===== config.mk =====
export PLATFORM = sky130hd
export DESIGN_NAME = alu_cmd_encoder_flat
export DESIGN_NICKNAME = d
export VERILOG_FILES = /design/src/rtl/alu_cmd_encoder_if.sv /design/src/rtl/alu_cmd_encoder.sv /design/src/flat_wrapper.sv
export SDC_FILE = /design/constraint.sdc
export NUM_CORES = 1
export LEC_CHECK = 0
export ABC_AREA = 1
export ABC_CLOCK_PERIOD_IN_PS = 5250
export BUFFER_PORTS_ARGS = -buffer_cell sky130_fd_sc_hd__buf_2
export CAP_MARGIN = 20
export CORE_MARGIN = 5
export CORE_UTILIZATION = 30
export CTS_CLUSTER_SIZE = 40
export DETAILED_ROUTE_END_ITERATION = 8
export GPL_ROUTABILITY_DRIVEN = 0
export SLEW_MARGIN = 15
export SYNTH_ARGS = -nofsm -noshare
export SYNTH_HDL_FRONTEND = slang
export SYNTH_SLANG_ARGS = --single-unit

===== constraint.sdc =====
create_clock -name clk -period 5.25 [get_ports clk]
set_input_delay 1.05 -clock clk [delete_from_list [all_inputs] [get_ports clk]]
set_output_delay 1.05 -clock clk [all_outputs]
set_load 0.01 [all_outputs]

===== src/rtl/alu_cmd_encoder_if.sv =====
// alu_cmd_encoder_if: host request and tx_module byte handshake bundle
interface alu_cmd_encoder_if;
  logic start;
  logic [7:0] a;
  logic [7:0] b;
  logic [5:0] op;
  logic tx_done_tick;
  logic tx_start;
  logic [7:0] d_in;
  logic busy;
  logic done_tick;
  logic op_err;
  modport master (output start, a, b, op, tx_done_tick, input tx_start, d_in, busy, done_tick, op_err);
  modport slave (input start, a, b, op, tx_done_tick, output tx_start, d_in, busy, done_tick, op_err);
endinterface


===== src/rtl/alu_cmd_encoder.sv =====
// alu_cmd_encoder: encodes a/b/op as an ASCII hex frame and streams it byte by byte to tx_module
module alu_cmd_encoder #(
  parameter bit UPPER_HEX = 1'b0,
  parameter bit SEND_TERM = 1'b1,
  parameter logic [7:0] TERM_CHAR = 8'h0D
) (
  input logic clk,
  input logic reset,
  alu_cmd_encoder_if.slave bus
);
  typedef enum logic [1:0] {IDLE, LOAD, WAIT, DONE} state_t;
  localparam logic [2:0] LAST = SEND_TERM ? 3'd5 : 3'd4;
  state_t state, state_n;
  logic [2:0] idx;
  logic [7:0] a_q, b_q, ch;
  logic [5:0] op_q;
  logic pend, err, take;
  function automatic logic [7:0] hex(input logic [3:0] n);
    return n < 4'd10 ? 8'h30 + {4'h0, n} : (UPPER_HEX ? 8'h37 : 8'h57) + {4'h0, n};
  endfunction
  function automatic logic [7:0] op_char(input logic [5:0] o);
    case (o)
      6'b100000: return 8'h2B;
      6'b100010: return 8'h2D;
      6'b100100: return 8'h26;
      6'b100101: return 8'h7C;
      6'b100110: return 8'h5E;
      6'b100111: return 8'h7E;
      6'b000011: return 8'h61;
      6'b000010: return 8'h6C;
      default:   return 8'h3F;
    endcase
  endfunction
  assign take = state == IDLE && !pend && bus.start;
  always_ff @(posedge clk or posedge reset)
    if (reset) begin
      state <= IDLE;
      idx <= '0;
      a_q <= '0;
      b_q <= '0;
      op_q <= '0;
      pend <= 1'b0;
      err <= 1'b0;
    end else begin
      state <= state_n;
      pend <= take;
      if (take) begin
        a_q <= bus.a;
        b_q <= bus.b;
        op_q <= bus.op;
        idx <= '0;
        err <= op_char(bus.op) == 8'h3F;
      end
      if (state == WAIT && bus.tx_done_tick && idx != LAST) idx <= idx + 3'd1;
      if (state == DONE) err <= 1'b0;
    end
  always_comb begin
    state_n = state;
    state_n = state == IDLE ? (pend ? LOAD : IDLE)
            : state == LOAD ? WAIT
            : state == WAIT ? (bus.tx_done_tick ? (idx == LAST ? DONE : LOAD) : WAIT)
            : IDLE;
  end
  assign ch = idx == 3'd0 ? hex(a_q[7:4])
            : idx == 3'd1 ? hex(a_q[3:0])
            : idx == 3'd2 ? hex(b_q[7:4])
            : idx == 3'd3 ? hex(b_q[3:0])
            : idx == 3'd4 ? op_char(op_q)
            : TERM_CHAR;
  assign bus.tx_start = state == LOAD;
  assign bus.d_in = (state == LOAD || state == WAIT) ? ch : 8'h00;
  assign bus.busy = pend || state != IDLE;
  assign bus.done_tick = state == DONE;
  assign bus.op_err = err;
endmodule


===== src/flat_wrapper.sv =====
// flat-port wrapper written by rule: the top's interface ports become plain ports
module alu_cmd_encoder_flat 
#(
  parameter bit UPPER_HEX = 1'b0,
  parameter bit SEND_TERM = 1'b1,
  parameter logic [7:0] TERM_CHAR = 8'h0D
)
  (clk, reset, bus_start, bus_a, bus_b, bus_op, bus_tx_done_tick, bus_tx_start, bus_d_in, bus_busy, bus_done_tick, bus_op_err);
  alu_cmd_encoder_if bus_i ();
  input logic clk;
  input logic reset;
  input wire logic [$bits(bus_i.start)-1:0] bus_start;
  input wire logic [$bits(bus_i.a)-1:0] bus_a;
  input wire logic [$bits(bus_i.b)-1:0] bus_b;
  input wire logic [$bits(bus_i.op)-1:0] bus_op;
  input wire logic [$bits(bus_i.tx_done_tick)-1:0] bus_tx_done_tick;
  output wire logic [$bits(bus_i.tx_start)-1:0] bus_tx_start;
  output wire logic [$bits(bus_i.d_in)-1:0] bus_d_in;
  output wire logic [$bits(bus_i.busy)-1:0] bus_busy;
  output wire logic [$bits(bus_i.done_tick)-1:0] bus_done_tick;
  output wire logic [$bits(bus_i.op_err)-1:0] bus_op_err;
  assign bus_i.start = bus_start;
  assign bus_i.a = bus_a;
  assign bus_i.b = bus_b;
  assign bus_i.op = bus_op;
  assign bus_i.tx_done_tick = bus_tx_done_tick;
  assign bus_tx_start = bus_i.tx_start;
  assign bus_d_in = bus_i.d_in;
  assign bus_busy = bus_i.busy;
  assign bus_done_tick = bus_i.done_tick;
  assign bus_op_err = bus_i.op_err;
  alu_cmd_encoder #(.UPPER_HEX(UPPER_HEX), .SEND_TERM(SEND_TERM), .TERM_CHAR(TERM_CHAR)) u_core (.clk(clk), .reset(reset), .bus(bus_i));
endmodule

* Word-level counts from Yosys, hierarchy flattened
Index checks and enable logic that the tools add are counted.
** Word-level totals
- Register bits after elaboration :: 29
- Input port bits :: 26
- Output and inout bits :: 12
- Logic and storage cells :: 81
** Cells by class
- $lt $le $gt $ge :: 4
- Reductions and logical operators :: 12
- Add/subtract/negate cells :: 9
- Equality and inequality tests :: 26
- Muxes and demuxes :: 23
** Operators with widths (count)
- 7-bit case mux with 8 select lines :: 2
- 8-bit two-way mux :: 10
- 6-bit == test, second input constant :: 12
- 7-bit by 4-bit adder with 8-bit output, first input constant :: 4
- 6-bit by 4-bit adder with 7-bit output, first input constant :: 4
- 6-bit by 2-bit == test with 1-bit output, second input constant :: 4
- 4-bit less-than comparator, second input constant :: 4
- 2-bit two-way mux :: 5
- 8-bit by 6-bit == test with 1-bit output, second input constant :: 1
- 7-bit two-way mux :: 1
- 3-bit by 2-bit == test with 1-bit output, second input constant :: 2
- 3-bit == test, second input constant :: 2
- 3-bit two-way mux :: 2
- 2-bit nonzero test :: 3
- 2-bit == test, second input constant :: 2
- 1-bit logical AND :: 4
- 3-bit by 1-bit adder with 3-bit output, second input constant :: 1
- 3-bit by 1-bit == test with 1-bit output, second input constant :: 1
- 3-bit zero test :: 1
- 1-bit two-way mux :: 3
- 3-bit inequality test, second input constant :: 1
- 2-bit by 1-bit == test with 1-bit output, second input constant :: 1
- 2-bit zero test :: 1
- 1-bit logical OR :: 2
- 1-bit zero test :: 1

* Logic depth before layout (Yosys ltp)
Gate-level depths: netlist of the first run.
- Word-level depth :: 8
- Depth in mapped cells :: 13

* Least setup slack after synthesis of the first run
OpenSTA, ideal clock, no wires.
- Path type :: reg-to-output
- Start :: register u_core.idx[0]
- End :: output bus_d_in[4]
- Buffers on the path :: 0
- Slack :: 2.728 ns
- Arrival :: 1.472 ns
- Stages on the path, launching flop included :: 10
- Cells stage by stage :: dfrtp_1 ha_1 ha_1 nor2_1 nand2_1 o21ai_1 nand2_1 nand2_1 nand2_1 a21oi_1
** Between the ends
- Word-level cells in the longest chain between the ends :: 7
** Ends and longest elaborated chain
- start: declaration :: line alu_cmd_encoder.sv:14 : logic [2:0] idx;
- start signal: assignment :: line alu_cmd_encoder.sv:54 : if (state == WAIT && bus.tx_done_tick && idx != LAST) idx <= idx + 3'd1;
- 3-bit == test :: line alu_cmd_encoder.sv:68 : : idx == 3'd4 ? op_char(op_q)
- 7-bit two-way mux :: line alu_cmd_encoder.sv:68
- 8-bit two-way mux :: line alu_cmd_encoder.sv:67 : : idx == 3'd3 ? hex(b_q[3:0])
- 8-bit two-way mux :: line alu_cmd_encoder.sv:66 : : idx == 3'd2 ? hex(b_q[7:4])
- 8-bit two-way mux :: line alu_cmd_encoder.sv:65 : : idx == 3'd1 ? hex(a_q[3:0])
- 8-bit two-way mux (*) :: line alu_cmd_encoder.sv:64 : assign ch = idx == 3'd0 ? hex(a_q[7:4])
- 8-bit two-way mux (*) :: line alu_cmd_encoder.sv:71 : assign bus.d_in = (state == LOAD || state == WAIT) ? ch : 8'h00;
- end: declaration :: line flat_wrapper.sv:18 : output wire logic [$bits(bus_i.d_in)-1:0] bus_d_in;
Mark *: on every way between the ends. The rest lies on a longest branch, timed or not.

* Final worst setup path of the first run
- Start :: register u_core.idx[0]
- End :: output bus_d_in[2]
The elaborated chain is that of the path after synthesis.

==> summary.txt, run 1 <==
Yosys
  • Post-synth top area cell: dfrtp_1
  • Largest cells by area after synthesis: dfrtp_1 36%, nand2_1 11%, o21ai_0 9.2%, ha_1 8.1%, inv_1 7.9%
  • Syn_nets: around 320
  • Mean Syn Cell Area: 7.19 sq um
  • Unique masters post-synth: 30
  • Mapped Cells: between 200 and 300
  • Cell Area, Synth: ~0.0020 sq mm
  • Post-synth ARST share: 100%
  • Yosys warning count: 0
  • Seq/Total Area, Yosys: a little over a third
  • Top FF cell, synth: dfrtp_1
  • EDFF count, synth: 0
  • FF+latch count, synth: 29
  • Most common cell in the netlist: nand2_1
  • Synth top area share: between 30% and 40%
  • Post-synth top cells: 61 x nand2_1, 42 x inv_1, 37 x o21ai_0, 29 x dfrtp_1, 21 x a21oi_1

Floorplan
  • Num ports: 38
  • Rows: 29
  • Initial core utilization: 31.2%
  • Die Y: 91.8 um
  • Core Area: 0.00642 sq mm
  • Die Span X: between 90 and 100 um
  • Die area: ~0.0084 sq mm

Global route
  • Number of global-route vias before repair: a little under 2000
  • Initial antenna violation count: 0
  • First-pass GRT wire length: approximately 8.3 mm
  • Largest net degree at the start of global routing: 36
  • GRT Total Usage: between 10% and 20%
  • GR Overflow Total: 0

Worst setup path
  • CP startpoint: u_core.idx[0]
  • Worst reg-to-reg setup slack: 2.77 ns
  • Reg2Reg Launch Point: u_core.state[1]
  • Worst-path fanout max: 5
  • CP required: about 4.2 ns
  • Cells on worst reg2reg path: 8
  • Startpoint type of the worst setup path: flip-flop
  • Arr. time, crit path: slightly above 2 ns
  • WS Path Type: flip-flop to output port
  • RR Endpoint: u_core.bus.op_err
  • CP endpoint: bus_d_in[2]
  • Element type at the critical path end: output port

STA
  • Min Tclk post-route: about 3.1 ns
  • Slew HR: around 45%
  • Final hold vios: 0
  • Layout Skew: between 0.006 and 0.007 ns
  • Worst Tran Pin Value: 0.824 ns
  • Final slew viol count: 0
  • Final period util: between 50% and 60%
  • RSZ-0062 raised after global routing: false
  • Final setup TNS: 0 ns
  • Final setup fails: 0
  • Fmax: around 320 MHz

Power
  • Switch Pwr: ~0.00063 W
  • PwrDens: about 570 mW/mm^2
  • VDD IR-drop max: approximately 0.00028 V
  • Sequential share of power: approximately 30%
  • Sw Ratio: 46.4%
  • Comb power frac: a little over half
  • Clock share of power: around 18%
  • Leak: roughly 1.2 nW
  • Internal: between 0.0007 and 0.0008 W

Placement
  • Post-DP HPWL: ~3.7 mm
  • IO buf count: 36

CTS
  • Setup bufs post-CTS: 0
  • Clk Latency, worst-skew pair: around 0.28 ns
  • CTS sink cnt: 29
  • CTS buffer count: 5
  • Post-cts sizing count: 0
  • Clock Path Buffers: 2
  • H-tree level count: 2
  • Cts hold-fix bufs: 0
  • Clock Pin Slew Worst Setup and Hold Paths: 0.07 ns
  • Root Driver: clkbuf_8
  • CTS tree: done

Run
  • Maxcap violations: 0

Cells and area
  • Final Util: 37.2%
  • Final Net Count: ~360
  • Area growth from synthesis to layout: 18.9%
  • FILL cells: a little under 700
  • N_diodes: 0
  • Layout cells sized above 1: about a fifth

Route
  • WL/cell: around 12 um
  • Routed WL: roughly 4.8 mm
  • Final ANT Viol Nets: 0
  • Total number of vias: about 1900
  • Drt pass-1 iters: 4
  • Via density: 4.75
  • DRC errors left: 0
  • Iter 0 DRT Violations: between 100 and 150

Outcome
  • Status: complete, no violations

Worst hold path
  • HP Class: flip-flop to flip-flop
## through the flow
step	area (sq um)	cells	setup slack [ns]	power [W]	hold WS, ns
floorplan	2010	279	2.73	0.000919	0.490
global placement	2270	388	2.45	0.00112	0.531
detailed placement	2270	388	2.40	0.00112	0.546
CTS	2390	396	2.14	0.00138	0.556
global route	2390	396	1.91	0.00151	0.595
finish	2390	396	2.15	0.00136	0.549
## state kept, by name, summed over array words and instances, names as in the netlist
| register | count |
|---|---|
| u_core.a_q | 8 |
| u_core.b_q | 8 |
| u_core.bus.op_err | 1 |
| u_core.idx | 3 |
| u_core.op_q | 6 |
| u_core.pend | 1 |
| u_core.state | 2 |
## worst max-delay path: stages, from the launching register on
cell,delay (ns)
dfrtp_1,0.42
ha_1,0.22
ha_1,0.23
nor2_1,0.23
nand4_1,0.14
o21ai_1,0.15
nand2_1,0.07
o21ai_1,0.09
a21boi_1,0.08
buf_2,0.15
## cell families (layout without fill, tap and decap cells)
group,count (synthesis),after routing,share of synthesized area (%)
simple gates,109,109,25.4
compound gates,74,74,19.7
flops,29,29,36.2
other cells,1,1,0.187
buf+inv,52,92,10.0
fa+ha+maj,13,13,8.10
xor+xnor,1,1,0.436
## area by class of cell
class | count | area, sq um | area share (%)
Clock buffer | 6 | 82.6 | 3.46
Clock inverter | 2 | 37.5 | 1.57
Inverter | 47 | 176 | 7.39
Multi-Input combinational cell | 198 | 1080 | 45.3
Sequential cell | 29 | 726 | 30.4
Tap cell | 77 | 96.3 | 4.04
Timing Repair Buffer | 37 | 188 | 7.87
## routing by layer
metal	wire length [um]	GRT usage [%]	part of all wire, %	vias up
li1	-	-	-	987
met4	76	4.33	1.6	0
met2	2330	21.3	48	33
met1	2250	14.2	46	853
met5	0	0	0	-
met3	175	3.03	3.6	8
## placed cells by master (no fill, tap or decap)
master,instances
o211ai_1,1
ha_1,13
clkinvlp_4,1
inv_2,4
clkinv_1,1
nor2_1,13
clkbuf_8,6
xor2_1,1
a41oi_1,2
a21boi_1,1
nor2_4,2
a21oi_1,21
o221ai_1,1
o21bai_1,1
nand3_2,3
buf_2,36
buf_4,1
nand2_1,61
o21ai_1,7
conb_1,1
o22ai_1,1
nand4_1,4
a31oi_1,1
nand3_1,19
nand3b_1,1
nand2_8,1
bufinv_16,1
dfrtp_1,29
inv_1,42
o21ai_0,37
a21oi_2,1
nor2_2,5
## power groups by stage
stage / combinational, W / clock [W] / sequential [W]
2_1_floorplan: 0.000526 / 0 / 0.000393
3_3_place_gp: 0.000705 / 0 / 0.000410
3_5_place_dp: 0.000714 / 0 / 0.000411
4_1_cts: 0.000718 / 0.000250 / 0.000407
5_1_grt: 0.000825 / 0.000263 / 0.000422
6_report: 0.000712 / 0.000245 / 0.000407
## worst min path at each step
stage,cells past startpoint,slack (ns),end,start
2_1_floorplan,2,0.49,u_core.state[0],u_core.pend
5_1_grt,2,0.59,u_core.state[0],u_core.pend
3_5_place_dp,1,0.55,u_core.idx[0],u_core.idx[0]
4_1_cts,1,0.56,u_core.idx[0],u_core.idx[0]
6_report,2,0.55,u_core.state[0],u_core.pend
3_3_place_gp,2,0.53,u_core.state[0],u_core.pend
Power figures use the tool's default switching activity.
==> run 2, diff against run 1 <==
--- a/config.mk
+++ b/config.mk
@@ -6,7 +6,7 @@
 export NUM_CORES = 1
 export LEC_CHECK = 0
 export ABC_AREA = 1
-export ABC_CLOCK_PERIOD_IN_PS = 5250
+export ABC_CLOCK_PERIOD_IN_PS = 2810
 export BUFFER_PORTS_ARGS = -buffer_cell sky130_fd_sc_hd__buf_2
 export CAP_MARGIN = 20
 export CORE_MARGIN = 5
==> constraint.sdc (replaced) <==
create_clock -name clk -period 2.81 [get_ports clk]
set_input_delay 0.562 -clock clk [delete_from_list [all_inputs] [get_ports clk]]
set_output_delay 0.562 -clock clk [all_outputs]
set_load 0.01 [all_outputs]
==> run 2 against run 1 <==
Effect of this change:
- combinational power grew 88%
- register-to-register slack lost 1.9 ns
- sequential share of layout area rose by 0.21 points
- critical path type unchanged
- critical endpoint unchanged
==> summary.txt, run 2 (synthesized netlist as in run 1, its figures left out) <==
Outcome
  • Status: complete, no violations

CTS
  • CTS tree: done
  • Root Driver: clkbuf_8
  • Setup bufs post-CTS: 0 (unchanged)
  • CTS sink cnt: 29 (unchanged)
  • Post-cts sizing count: 0 (unchanged)
  • Clk Latency, worst-skew pair: 0.28 ns (about the same)
  • Clock Path Buffers: 2 (unchanged)
  • Cts hold-fix bufs: 0 (unchanged)
  • Clock Pin Slew Worst Setup and Hold Paths: 0.07 ns (about the same)
  • H-tree level count: 2 (unchanged)
  • CTS buffer count: 5 (unchanged)

Route
  • Drt pass-1 iters: 5 (+1)
  • Iter 0 DRT Violations: 89 (-30%)
  • Final ANT Viol Nets: 0 (unchanged)
  • Routed WL: 4.77 mm (-1.4%)
  • WL/cell: 12.0 um (-1.9%)
  • Via density: 4.79 (+0.82%)
  • Total number of vias: 1906 (+1.3%)
  • DRC errors left: 0 (unchanged)

Cells and area
  • Layout cells sized above 1: 19.9% (+0.82 points)
  • N_diodes: 0 (unchanged)
  • FILL cells: 654 (-5.8%)
  • Largest registers: u_core.a_q x8, u_core.b_q x8, u_core.op_q x6
  • Commonest non-fill, non-tap cell in the layout: nand2_1
  • Final Net Count: 359 (+0.56%)
  • Most frequent cells in the layout: 61 x nand2_1, 42 x inv_1, 37 x o21ai_0
  • Area growth from synthesis to layout: 18.1%

Floorplan
  • Die Y: 91.8 um (unchanged)
  • Initial core utilization: 31.2% (unchanged)
  • Die Span X: 91.8 um (unchanged)
  • Num ports: 38 (unchanged)
  • Die area: 0.00843 sq mm (unchanged)
  • Rows: 29 (unchanged)
  • Core Area: 0.00642 sq mm (unchanged)

STA
  • Final slew viol count: 0 (unchanged)
  • RSZ-0062 raised after global routing: false
  • Layout Skew: 0.00550 ns (-0.00121 ns)
  • Min Tclk post-route: 2.57 ns
  • Final setup fails: 0 (unchanged)
  • Fmax: between 300 and 400 MHz
  • Final hold vios: 0 (unchanged)
  • Final period util: 91.4%
  • Final setup TNS: 0 ns (unchanged)

Global route
  • Top Usage Layer GRT: met2
  • First-pass GRT wire length: 8.49 mm (+1.7%)
  • Number of global-route vias before repair: 1961 (+2.0%)
  • Initial antenna violation count: 0 (unchanged)
  • GRT met3 Usage: 2.62% (-0.41 points)
  • GRT Total Usage: 12.3% (+0.19 points)
  • Largest net degree at the start of global routing: 30 (-17%)
  • GR Overflow Total: 0 (unchanged)
  • Grt met2 use: 20.8% (-0.55 points)
  • Grt met1 use: 14.9% (+0.73 points)

Worst setup path
  • WS Path Type: flip-flop to output port
  • Arr. time, crit path: 2.01 ns (-0.04 ns)
  • Element type at the critical path end: output port
  • CP required: 2.25 ns (-1.95 ns)
  • Worst-path fanout max: 7 (+2)
  • Startpoint type of the worst setup path: flip-flop

Placement
  • Post-DP HPWL: 3.89 mm (+4.9%)
  • IO buf count: 36 (unchanged)

Power
  • VDD IR-drop max: 0.000517 V (+88%)
  • PwrDens: 1030 mW/mm^2 (+80%)
  • Leak: 1.19 nW (-0.31%)
  • Overall power: 0.00244 W (+79%)

Worst hold path
  • HP Class: input port to async pin

Run
  • Maxcap violations: 0 (unchanged)
## run 2: cell count changes in the layout (fill, tap and decap cells not counted), sizes merged
cell    change
clkbuf      -1
bufinv      -1
clkinv      +2
buf         +2
## run 2: per-stage QoR
step | instance area (sq um) | setup slack [ns] | hold slack, ns | std cells | util [%]
after floorplan | 2010 | 0.776 | 0.490 | 279 | -
after global placement | 2280 | 0.581 | 0.520 | 390 | 35.5
after detailed placement | 2280 | 0.539 | 0.522 | 390 | 35.5
after CTS | 2370 | 0.217 | 0.339 | 398 | 36.9
after global routing | 2370 | 0.0273 | 0.368 | 398 | 36.9
final | 2370 | 0.243 | 0.334 | 398 | 36.9
## run 2: metal layers
layer	routed length, um	vias up
li1	-	991
met1	2180	872
met2	2320	32
met3	159	11
met4	108	0
met5	0	-
## run 2: critical path: stages (launching register included)
cell      delay [ns]
dfrtp_1         0.42
ha_1            0.22
ha_1            0.23
inv_1           0.17
a21oi_1         0.07
a21oi_1         0.12
o21ai_1         0.09
nand2_1         0.06
o21ai_1         0.08
a21boi_1        0.13
buf_2           0.15
## run 2: area by class of cell
cell class                      instances  area [sq um]  area share [%]
Timing Repair Buffer                   39           203            8.55
Clock buffer                            5          68.8            2.90
Multi-Input combinational cell        198          1080            45.7
Tap cell                               77          96.3            4.07
Clock inverter                          3          17.5           0.739
Inverter                               47           176            7.44
Sequential cell                        29           726            30.6
## run 2: where the power goes
part | switching, W | total (W) | internal, W | leakage (nW)
Combinational | 0.000865 | 0.00134 | 0.000479 | 0.789
Sequential | 0.000156 | 0.000763 | 0.000607 | 0.360
Clock | 0.000165 | 0.000335 | 0.000170 | 0.0439
## run 2: worst paths after layout
kind	from	end	slack [ns]	depth (start not counted)
worst max register to register	u_core.state[1]	u_core.bus.op_err	0.90	9
max in group asynchronous	reset	u_core.b_q[2]	2.19	3
worst max-delay path	u_core.idx[0]	bus_d_in[2]	0.24	10
worst min register to register	u_core.pend	u_core.state[0]	0.52	2
min in group clk	bus_b[6]	u_core.b_q[6]	0.48	3
worst min-delay path	reset	u_core.b_q[6]	0.33	3
